$ cat src/rtl/coax_pkg.sv
// rtl/coax_pkg.sv - shared states, error codes and timing windows for the coax receiver
package coax_pkg;

    localparam int WORD_W = 10;

    typedef logic [2:0] state_t;

    localparam state_t ST_IDLE    = 3'd0;
    localparam state_t ST_CV_HIGH = 3'd1;
    localparam state_t ST_CV_LOW  = 3'd2;
    localparam state_t ST_SYNC    = 3'd3;
    localparam state_t ST_DATA    = 3'd4;
    localparam state_t ST_PARITY  = 3'd5;
    localparam state_t ST_END     = 3'd6;

    localparam logic [1:0] ERR_NONE     = 2'd0;
    localparam logic [1:0] ERR_PARITY   = 2'd1;
    localparam logic [1:0] ERR_MID_BIT  = 2'd2;
    localparam logic [1:0] ERR_OVERFLOW = 2'd3;

    // Code-violation runs last between 1.25 and 1.75 bit cells.
    function automatic int cv_min(input int cpb);
        return (5 * cpb + 3) / 4;
    endfunction

    function automatic int cv_max(input int cpb);
        return (7 * cpb) / 4;
    endfunction

    // Mid-bit transitions arrive one cell (+/- a quarter cell) after the previous one.
    function automatic int mid_min(input int cpb);
        return cpb - cpb / 4;
    endfunction

    function automatic int mid_max(input int cpb);
        return cpb + cpb / 4;
    endfunction

endpackage

$ cat src/rtl/coax_rx_fifo.sv
// rtl/coax_rx_fifo.sv - first-word-fall-through word buffer for received coax words
module coax_rx_fifo
    import coax_pkg::*;
#(
    parameter int DEPTH = 8,
    parameter int WIDTH = WORD_W
) (
    input  logic             clk_i,
    input  logic             reset_i,
    input  logic             wr_en_i,
    input  logic [WIDTH-1:0] wr_data_i,
    input  logic             rd_en_i,
    output logic [WIDTH-1:0] rd_data_o,
    output logic             empty_o,
    output logic             full_o
);
    localparam int AW = (DEPTH > 1) ? $clog2(DEPTH) : 1;
    localparam logic [AW:0] FULL_CNT = (AW + 1)'(DEPTH);

    logic [WIDTH-1:0] mem_q [DEPTH];
    logic [AW-1:0]    wr_ptr_q;
    logic [AW-1:0]    rd_ptr_q;
    logic [AW:0]      count_q;
    logic             do_wr;
    logic             do_rd;

    assign empty_o   = (count_q == '0);
    assign full_o    = (count_q == FULL_CNT);
    assign do_rd     = rd_en_i && !empty_o;
    // A pop in the same cycle frees the slot, so a write while full still lands.
    assign do_wr     = wr_en_i && (!full_o || do_rd);
    // The head reads as zero while empty so stale storage never leaks out.
    assign rd_data_o = empty_o ? '0 : mem_q[rd_ptr_q];

    // Word storage; contents need no reset because occupancy gates the output.
    always_ff @(posedge clk_i) begin
        if (do_wr) begin
            mem_q[wr_ptr_q] <= wr_data_i;
        end
    end

    // Pointers wrap naturally because DEPTH is a power of two.
    always_ff @(posedge clk_i) begin
        if (reset_i) begin
            wr_ptr_q <= '0;
            rd_ptr_q <= '0;
            count_q  <= '0;
        end else begin
            if (do_wr) begin
                wr_ptr_q <= wr_ptr_q + 1'b1;
            end
            if (do_rd) begin
                rd_ptr_q <= rd_ptr_q + 1'b1;
            end
            if (do_wr && !do_rd) begin
                count_q <= count_q + 1'b1;
            end else if (do_rd && !do_wr) begin
                count_q <= count_q - 1'b1;
            end
        end
    end

endmodule

$ cat src/rtl/coax_buffered_rx.sv
// rtl/coax_buffered_rx.sv - Manchester coax line decoder with buffered 10-bit word output
module coax_buffered_rx
    import coax_pkg::*;
#(
    parameter int CLOCKS_PER_BIT = 8,
    parameter int DEPTH          = 8
) (
    input  logic       clk,
    input  logic       reset,
    input  logic       rx,
    output logic       active,
    output logic       error,
    output logic [1:0] error_code,
    output logic [9:0] data,
    input  logic       read_strobe,
    output logic       empty,
    output logic       full
);
    localparam int CW = $clog2(2 * CLOCKS_PER_BIT) + 1;
    localparam logic [CW-1:0] CV_MIN  = CW'(cv_min(CLOCKS_PER_BIT));
    localparam logic [CW-1:0] CV_MAX  = CW'(cv_max(CLOCKS_PER_BIT));
    localparam logic [CW-1:0] MID_MIN = CW'(mid_min(CLOCKS_PER_BIT));
    localparam logic [CW-1:0] MID_MAX = CW'(mid_max(CLOCKS_PER_BIT));

    logic              rx_meta_q, rx_sync_q, rx_prev_q;
    logic [CW-1:0]     run_cnt_q, run_cnt_d;
    logic [CW-1:0]     mid_cnt_q, mid_cnt_d;
    state_t            state_q, state_d;
    logic [3:0]        bit_cnt_q, bit_cnt_d;
    logic [WORD_W-1:0] shift_q, shift_d;
    logic [WORD_W-1:0] push_word_q, push_word_d;
    logic              push_q, push_d;
    logic              active_q, active_d;
    logic              error_q, error_d;
    logic [1:0]        code_q, code_d;
    logic [1:0]        fault;
    logic              resync;
    logic              edge_w, run_ok, mid_edge, mid_timeout, overflow;

    assign edge_w      = rx_sync_q ^ rx_prev_q;
    assign run_ok      = (run_cnt_q >= CV_MIN) && (run_cnt_q <= CV_MAX);
    assign mid_edge    = edge_w && (mid_cnt_q >= MID_MIN) && (mid_cnt_q <= MID_MAX);
    assign mid_timeout = !mid_edge && (mid_cnt_q >= MID_MAX);
    assign overflow    = push_q && full && !read_strobe;

    // Two-flop synchronizer plus one delayed copy for edge detection.
    always_ff @(posedge clk) begin
        if (reset) begin
            rx_meta_q <= 1'b0;
            rx_sync_q <= 1'b0;
            rx_prev_q <= 1'b0;
        end else begin
            rx_meta_q <= rx;
            rx_sync_q <= rx_meta_q;
            rx_prev_q <= rx_sync_q;
        end
    end

    // Run length counts every edge; mid-bit timer restarts only on mid-bit transitions.
    always_comb begin
        run_cnt_d = edge_w ? CW'(1) : ((run_cnt_q == '1) ? run_cnt_q : run_cnt_q + 1'b1);
        mid_cnt_d = resync ? CW'(1) : ((mid_cnt_q == '1) ? mid_cnt_q : mid_cnt_q + 1'b1);
    end

    // Decoder state machine: start detection, deserialization, parity and end handling.
    always_comb begin
        state_d     = state_q;
        bit_cnt_d   = bit_cnt_q;
        shift_d     = shift_q;
        push_d      = 1'b0;
        push_word_d = push_word_q;
        active_d    = active_q;
        error_d     = error_q;
        code_d      = code_q;
        resync      = 1'b0;
        fault       = ERR_NONE;
        case (state_q)
            ST_IDLE: begin
                if (edge_w && !rx_sync_q && run_ok) begin
                    state_d = ST_CV_HIGH;
                end
            end
            ST_CV_HIGH: begin
                if (edge_w) begin
                    state_d = (rx_sync_q && run_ok) ? ST_CV_LOW : ST_IDLE;
                end
            end
            ST_CV_LOW: begin
                // The falling cell boundary is skipped; the rise is the sync-bit middle.
                if (edge_w && rx_sync_q) begin
                    resync    = 1'b1;
                    active_d  = 1'b1;
                    error_d   = 1'b0;
                    code_d    = ERR_NONE;
                    bit_cnt_d = 4'd0;
                    state_d   = ST_DATA;
                end
            end
            ST_DATA: begin
                if (mid_edge) begin
                    resync    = 1'b1;
                    shift_d   = {shift_q[WORD_W-2:0], rx_sync_q};
                    bit_cnt_d = bit_cnt_q + 4'd1;
                    if (bit_cnt_q == 4'd9) begin
                        state_d = ST_PARITY;
                    end
                end else if (mid_timeout) begin
                    fault = ERR_MID_BIT;
                end
            end
            ST_PARITY: begin
                if (mid_edge) begin
                    resync = 1'b1;
                    if (^{shift_q, rx_sync_q}) begin
                        fault = ERR_PARITY;
                    end else begin
                        push_d      = 1'b1;
                        push_word_d = shift_q;
                        state_d     = ST_SYNC;
                    end
                end else if (mid_timeout) begin
                    fault = ERR_MID_BIT;
                end
            end
            ST_SYNC: begin
                if (mid_edge) begin
                    resync = 1'b1;
                    if (rx_sync_q) begin
                        bit_cnt_d = 4'd0;
                        state_d   = ST_DATA;
                    end else begin
                        state_d = ST_END;
                    end
                end else if (mid_timeout) begin
                    fault = ERR_MID_BIT;
                end
            end
            ST_END: begin
                if (mid_cnt_q >= MID_MAX) begin
                    active_d = 1'b0;
                    state_d  = ST_IDLE;
                end
            end
            default: state_d = ST_IDLE;
        endcase
        // The push lands one cycle after parity, so overflow is judged then.
        if (overflow) begin
            fault = ERR_OVERFLOW;
        end
        if (fault != ERR_NONE) begin
            state_d  = ST_IDLE;
            active_d = 1'b0;
            error_d  = 1'b1;
            code_d   = fault;
            push_d   = 1'b0;
        end
    end

    // Decoder state registers.
    always_ff @(posedge clk) begin
        if (reset) begin
            run_cnt_q   <= '0;
            mid_cnt_q   <= '0;
            state_q     <= ST_IDLE;
            bit_cnt_q   <= '0;
            shift_q     <= '0;
            push_q      <= 1'b0;
            push_word_q <= '0;
            active_q    <= 1'b0;
            error_q     <= 1'b0;
            code_q      <= ERR_NONE;
        end else begin
            run_cnt_q   <= run_cnt_d;
            mid_cnt_q   <= mid_cnt_d;
            state_q     <= state_d;
            bit_cnt_q   <= bit_cnt_d;
            shift_q     <= shift_d;
            push_q      <= push_d;
            push_word_q <= push_word_d;
            active_q    <= active_d;
            error_q     <= error_d;
            code_q      <= code_d;
        end
    end

    assign active     = active_q;
    assign error      = error_q;
    assign error_code = code_q;

    coax_rx_fifo #(
        .DEPTH (DEPTH),
        .WIDTH (WORD_W)
    ) u_fifo (
        .clk_i     (clk),
        .reset_i   (reset),
        .wr_en_i   (push_q),
        .wr_data_i (push_word_q),
        .rd_en_i   (read_strobe),
        .rd_data_o (data),
        .empty_o   (empty),
        .full_o    (full)
    );

endmodule

$ cat config.mk
export PLATFORM = sky130hd
export DESIGN_NAME = coax_buffered_rx
export DESIGN_NICKNAME = d
export VERILOG_FILES = /design/src/rtl/coax_pkg.sv /design/src/rtl/coax_rx_fifo.sv /design/src/rtl/coax_buffered_rx.sv
export SDC_FILE = /design/constraint.sdc
export NUM_CORES = 1
export LEC_CHECK = 0
export CAP_MARGIN = 20
export CORE_UTILIZATION = 55
export CTS_BUF_LIST = sky130_fd_sc_hd__clkbuf_2
export DETAILED_ROUTE_END_ITERATION = 16
export PLACE_DENSITY = 0.73
export SKIP_CTS_REPAIR_TIMING = 1
export SLEW_MARGIN = 20
export SYNTH_ARGS = -nofsm -noshare
export SYNTH_HDL_FRONTEND = slang
export SYNTH_HIERARCHICAL = 1
export SYNTH_SLANG_ARGS = --single-unit
$ cat constraint.sdc
create_clock -name clk -period 3.45 [get_ports clk]
set_input_delay 0.69 -clock clk [delete_from_list [all_inputs] [get_ports clk]]
set_output_delay 0.69 -clock clk [all_outputs]
set_load 0.01 [all_outputs]
==> metrics.md <==
| Metric | Value |
|---|---|
| Status | finished clean |
| NumNets Final | 490 |
| Area grow syn2layout | 10.3% |
| Max Cap Viol | 0 |
| Setup violators final | 0 |
| Worst R2R Start | u_fifo/count_q[1]$_SDFFE_PP0P_ |
| Synth warnings | 6 |
| Placed wire-length estimate | 6720 um |
| Share of post-route cells with drive strength above 1 | 17.0% |
| Number of synthesized register bits | between 100 and 150 |
| Comb pwr share | 23.5% |
| Fin area | 0.00649 mm^2 |
| Final Max Slew Viols | 0 |
| WP data required | 2.76 ns |
| Min-delay src | rx_meta_q$_SDFF_PP0_ |
| Leakage | between 0.002 and 0.0025 uW |
| Core Util, Final | 62.6% |
| Initial Utilization | a little under three fifths |
| Antenna viol nets, final | 0 |
| WS Path Type | reg -> out |
| Post-Syn Area | 0.00588 mm^2 |
| Largest net degree at the start of global routing | 42 |
| Post-synth net total | 457 |
| Die Span X | 105 um |
| Row count | 37 |
| Critical path fanouts, max | 20 |
| Buffer levels on the longest clock path | 2 |
| Hold endpoint | rx_sync_q$_SDFF_PP0_ |
| # DRC | 0 |
| Post-synthesis cell count | 437 |
| Psw | 1070 uW |
| R2R depth | 10 |
| Clock power share | 24.7% |
| Routability cong. | 0.760 |
| Worst Max-Slew Pin Slew | a little under 0.8 ns |
| Final sum of negative setup slack | 0 ns |
| Critical Path AT | 2.57 ns |
| Crit path time final | 3.26 ns |
| Pwr Total | 3500 uW |
| Clk_lat worst skew | between 0.6 and 0.7 ns |
| Global-route wire length before repair | 16600 um |
| GRT Residual Overflow | 0 |
| Initial antenna violation count | 0 |
| CTS tree | built |
| RSZ-0062 raised after global routing | false |
| Synth cell types | 55 |
| DIE HEIGHT | about 110 um |
| Layout Cells excl Fill | roughly 620 |
| Top_reg_cell synth | edfxtp_1 |
| Ports | 20 |
| Syn avg cell area | 13.5 um^2 |
| Fmax | 307 MHz |
| Placed cells | 587 |
| DRT iter0 DRCs | 174 |
| I/O Buffers | 19 |
| CTS sink cnt | 138 |
| Register area share after synthesis | between 60% and 70% |
| Sequential group share of total power | between 50% and 60% |
| Worst setup EP type | primary output |
| Min-Delay Path Class | reg -> reg |
| H-Tree Depth | 4 |
| CP Launch Type | flop |
| Final Routed Wirelength | 10200 um |
| Die ar. | 0.0111 mm^2 |
| Max Clock Skew | 0.0495 ns |
| Avg WL per Cell | between 15 and 20 um |
| Post-synth EDFFs | 80 |
| Period utilisation layout | between 90% and 100% |
| Max-slew headroom | 48.0% |
| Vias in the first global route | 3381 |
| Cell-internal power | about 2400 uW |
| Vias | 3431 |
| Total GRT Usage | 19.6% |
| Worst R2R End | u_fifo/count_q[3]$_SDFFE_PP0P_ |
| Core ar. | 0.0104 mm^2 |
| Antenna cells | 0 |
| Post-placement cell area | 0.00627 mm^2 |
| R2R Setup Slk | 0.59 ns |
| Vias/cell | around 5.5 |
| Synth async-reset ratio | 0% |
| Final Hold Violating Endpoints | 0 |
| CTS clk-pin slew, worst paths | 0.21 ns |
| WHS Path Cells | 1 |
| Maximum vdd drop | 0.000226 V |
| Switching Fraction | a little under a third |
| Root Buffer Master | clkbuf_2 |
| CTS Buf Count | 17 |
| DRT Pass-1 Iters | 5 |
| PwrDens | 540 mW/mm^2 |
-- kinds of logic after synthesis --
| group | after synthesis | synth area share [%] |
|---|---|---|
| adder cells (fa/ha/maj) | 16 | 3.53 |
| flip-flops | 138 | 60.6 |
| multiplexers | 56 | 13.8 |
| AND/OR/NAND/NOR | 132 | 11.3 |
| XOR/XNOR | 20 | 3.49 |
| AO/OA/AOI/OAI | 49 | 5.47 |
| buffers and inverters | 26 | 1.89 |
-- cells in the final DEF, fill, tap and decap left out, types with 5 or more instances in the layout --
cell and instances:
a21oi_1 22, buf_4 12, clkbuf_2 19, clkdlybuf4s50_1 18, dfxtp_1 58, edfxtp_1 80, ha_1 15, inv_1 7
inv_6 5, mux2i_1 35, mux4_2 20, nand2_1 10, nand2b_1 9, nand3b_1 5, nor2_1 69, nor2b_1 8
nor3_1 7, o21ai_0 6, xnor2_1 9, xor2_1 8
-- layout make-up --
cell class	count	area, um^2
Clock inverter	14	126
Sequential cell	138	3560
Fill cell	836	3880
Tap cell	136	170
Timing Repair Buffer	32	290
Inverter	8	30.0
Clock buffer	18	90.1
Multi-Input combinational cell	273	2220
-- power by group through the flow --
stage	Combinational, uW	Clock (uW)	Sequential, uW
final	823	866	1810
after global routing	902	949	1820
after CTS	829	888	1810
after detailed placement	828	0	1850
after global placement	810	0	1840
after floorplan	526	0	1830
-- routing by layer --
layer,GRT usage (%),routed length (um),share of wire [%]
met4,6.64,70,0.68
met5,0,0,0
met2,34.2,5220,51
met3,4.33,277,2.7
met1,24.1,4670,46
-- state kept, by name, summed over array words and instances, names as in the netlist, named ones only --
name and count:
active 1, run_cnt_q 5, error 1, bit_cnt_q 4, shift_q 10, mid_cnt_q 5, u_fifo/wr_ptr_q 3, u_fifo/rd_ptr_q 3
error_code 2, rx_meta_q 1, rx_prev_q 1, u_fifo/mem_q 80, state_q 3, rx_sync_q 1, push_word_q 10, push_q 1
u_fifo/count_q 4
-- metrics by stage --
| step | hold WS (ns) | worst slack (ns) |
|---|---|---|
| final | 0.463 | 0.188 |
| after global routing | 0.490 | 0.00167 |
| after CTS | 0.473 | -0.00808 |
| after detailed placement | 0.429 | 0.315 |
| after global placement | 0.418 | 0.392 |
| after floorplan | 0.414 | 0.836 |
-- worst max-delay path, stage by stage, from the launching register on --
cell and delay (ns):
dfxtp_1 0.40, buf_8 0.25, mux4_2 0.54, mux2i_1 0.19, nor2_1 0.06, clkdlybuf4s50_1 0.47
-- Yosys cell counts, types with 2 or more instances --
| master | n | area (um^2) |
|---|---|---|
| nand3b_1 | 5 | 37.5 |
| and2b_1 | 2 | 15.0 |
| nand2b_1 | 9 | 56.3 |
| a31oi_1 | 4 | 25.0 |
| a21oi_1 | 22 | 110 |
| nor4_1 | 3 | 18.8 |
| inv_1 | 7 | 26.3 |
| xor2_1 | 8 | 70.1 |
| o21a_1 | 2 | 15.0 |
| nor2b_1 | 8 | 50.1 |
| nand4b_1 | 3 | 26.3 |
| buf_2 | 5 | 25.0 |
| xnor2_1 | 9 | 78.8 |
| mux4_2 | 20 | 450 |
| nor3_1 | 7 | 35.0 |
| and3_1 | 3 | 18.8 |
| dfxtp_1 | 58 | 1160 |
| ha_1 | 15 | 188 |
| nor2_1 | 69 | 259 |
| or3_1 | 2 | 12.5 |
| mux2i_1 | 35 | 350 |
| clkbuf_1 | 11 | 41.3 |
| a21boi_0 | 2 | 15.0 |
| o21ai_0 | 6 | 30.0 |
| nand3_1 | 4 | 20.0 |
| edfxtp_1 | 80 | 2400 |
| nand2_1 | 10 | 37.5 |
-- how the worst max path moves through the flow --
stage	start	cells past startpoint	endpoint	slack (ns)
after floorplan	u_fifo/count_q[1]$_SDFFE_PP0P_	10	u_fifo/count_q[3]$_SDFFE_PP0P_	0.84
after global placement	read_strobe	10	u_fifo/count_q[3]$_SDFFE_PP0P_	0.39
after detailed placement	read_strobe	10	u_fifo/count_q[3]$_SDFFE_PP0P_	0.31
after CTS	flop	5	data[6]	-0.008
after global routing	flop	5	data[6]	0.002
final	flop	5	data[6]	0.19
No activity file was read; power rests on OpenSTA's default activity.
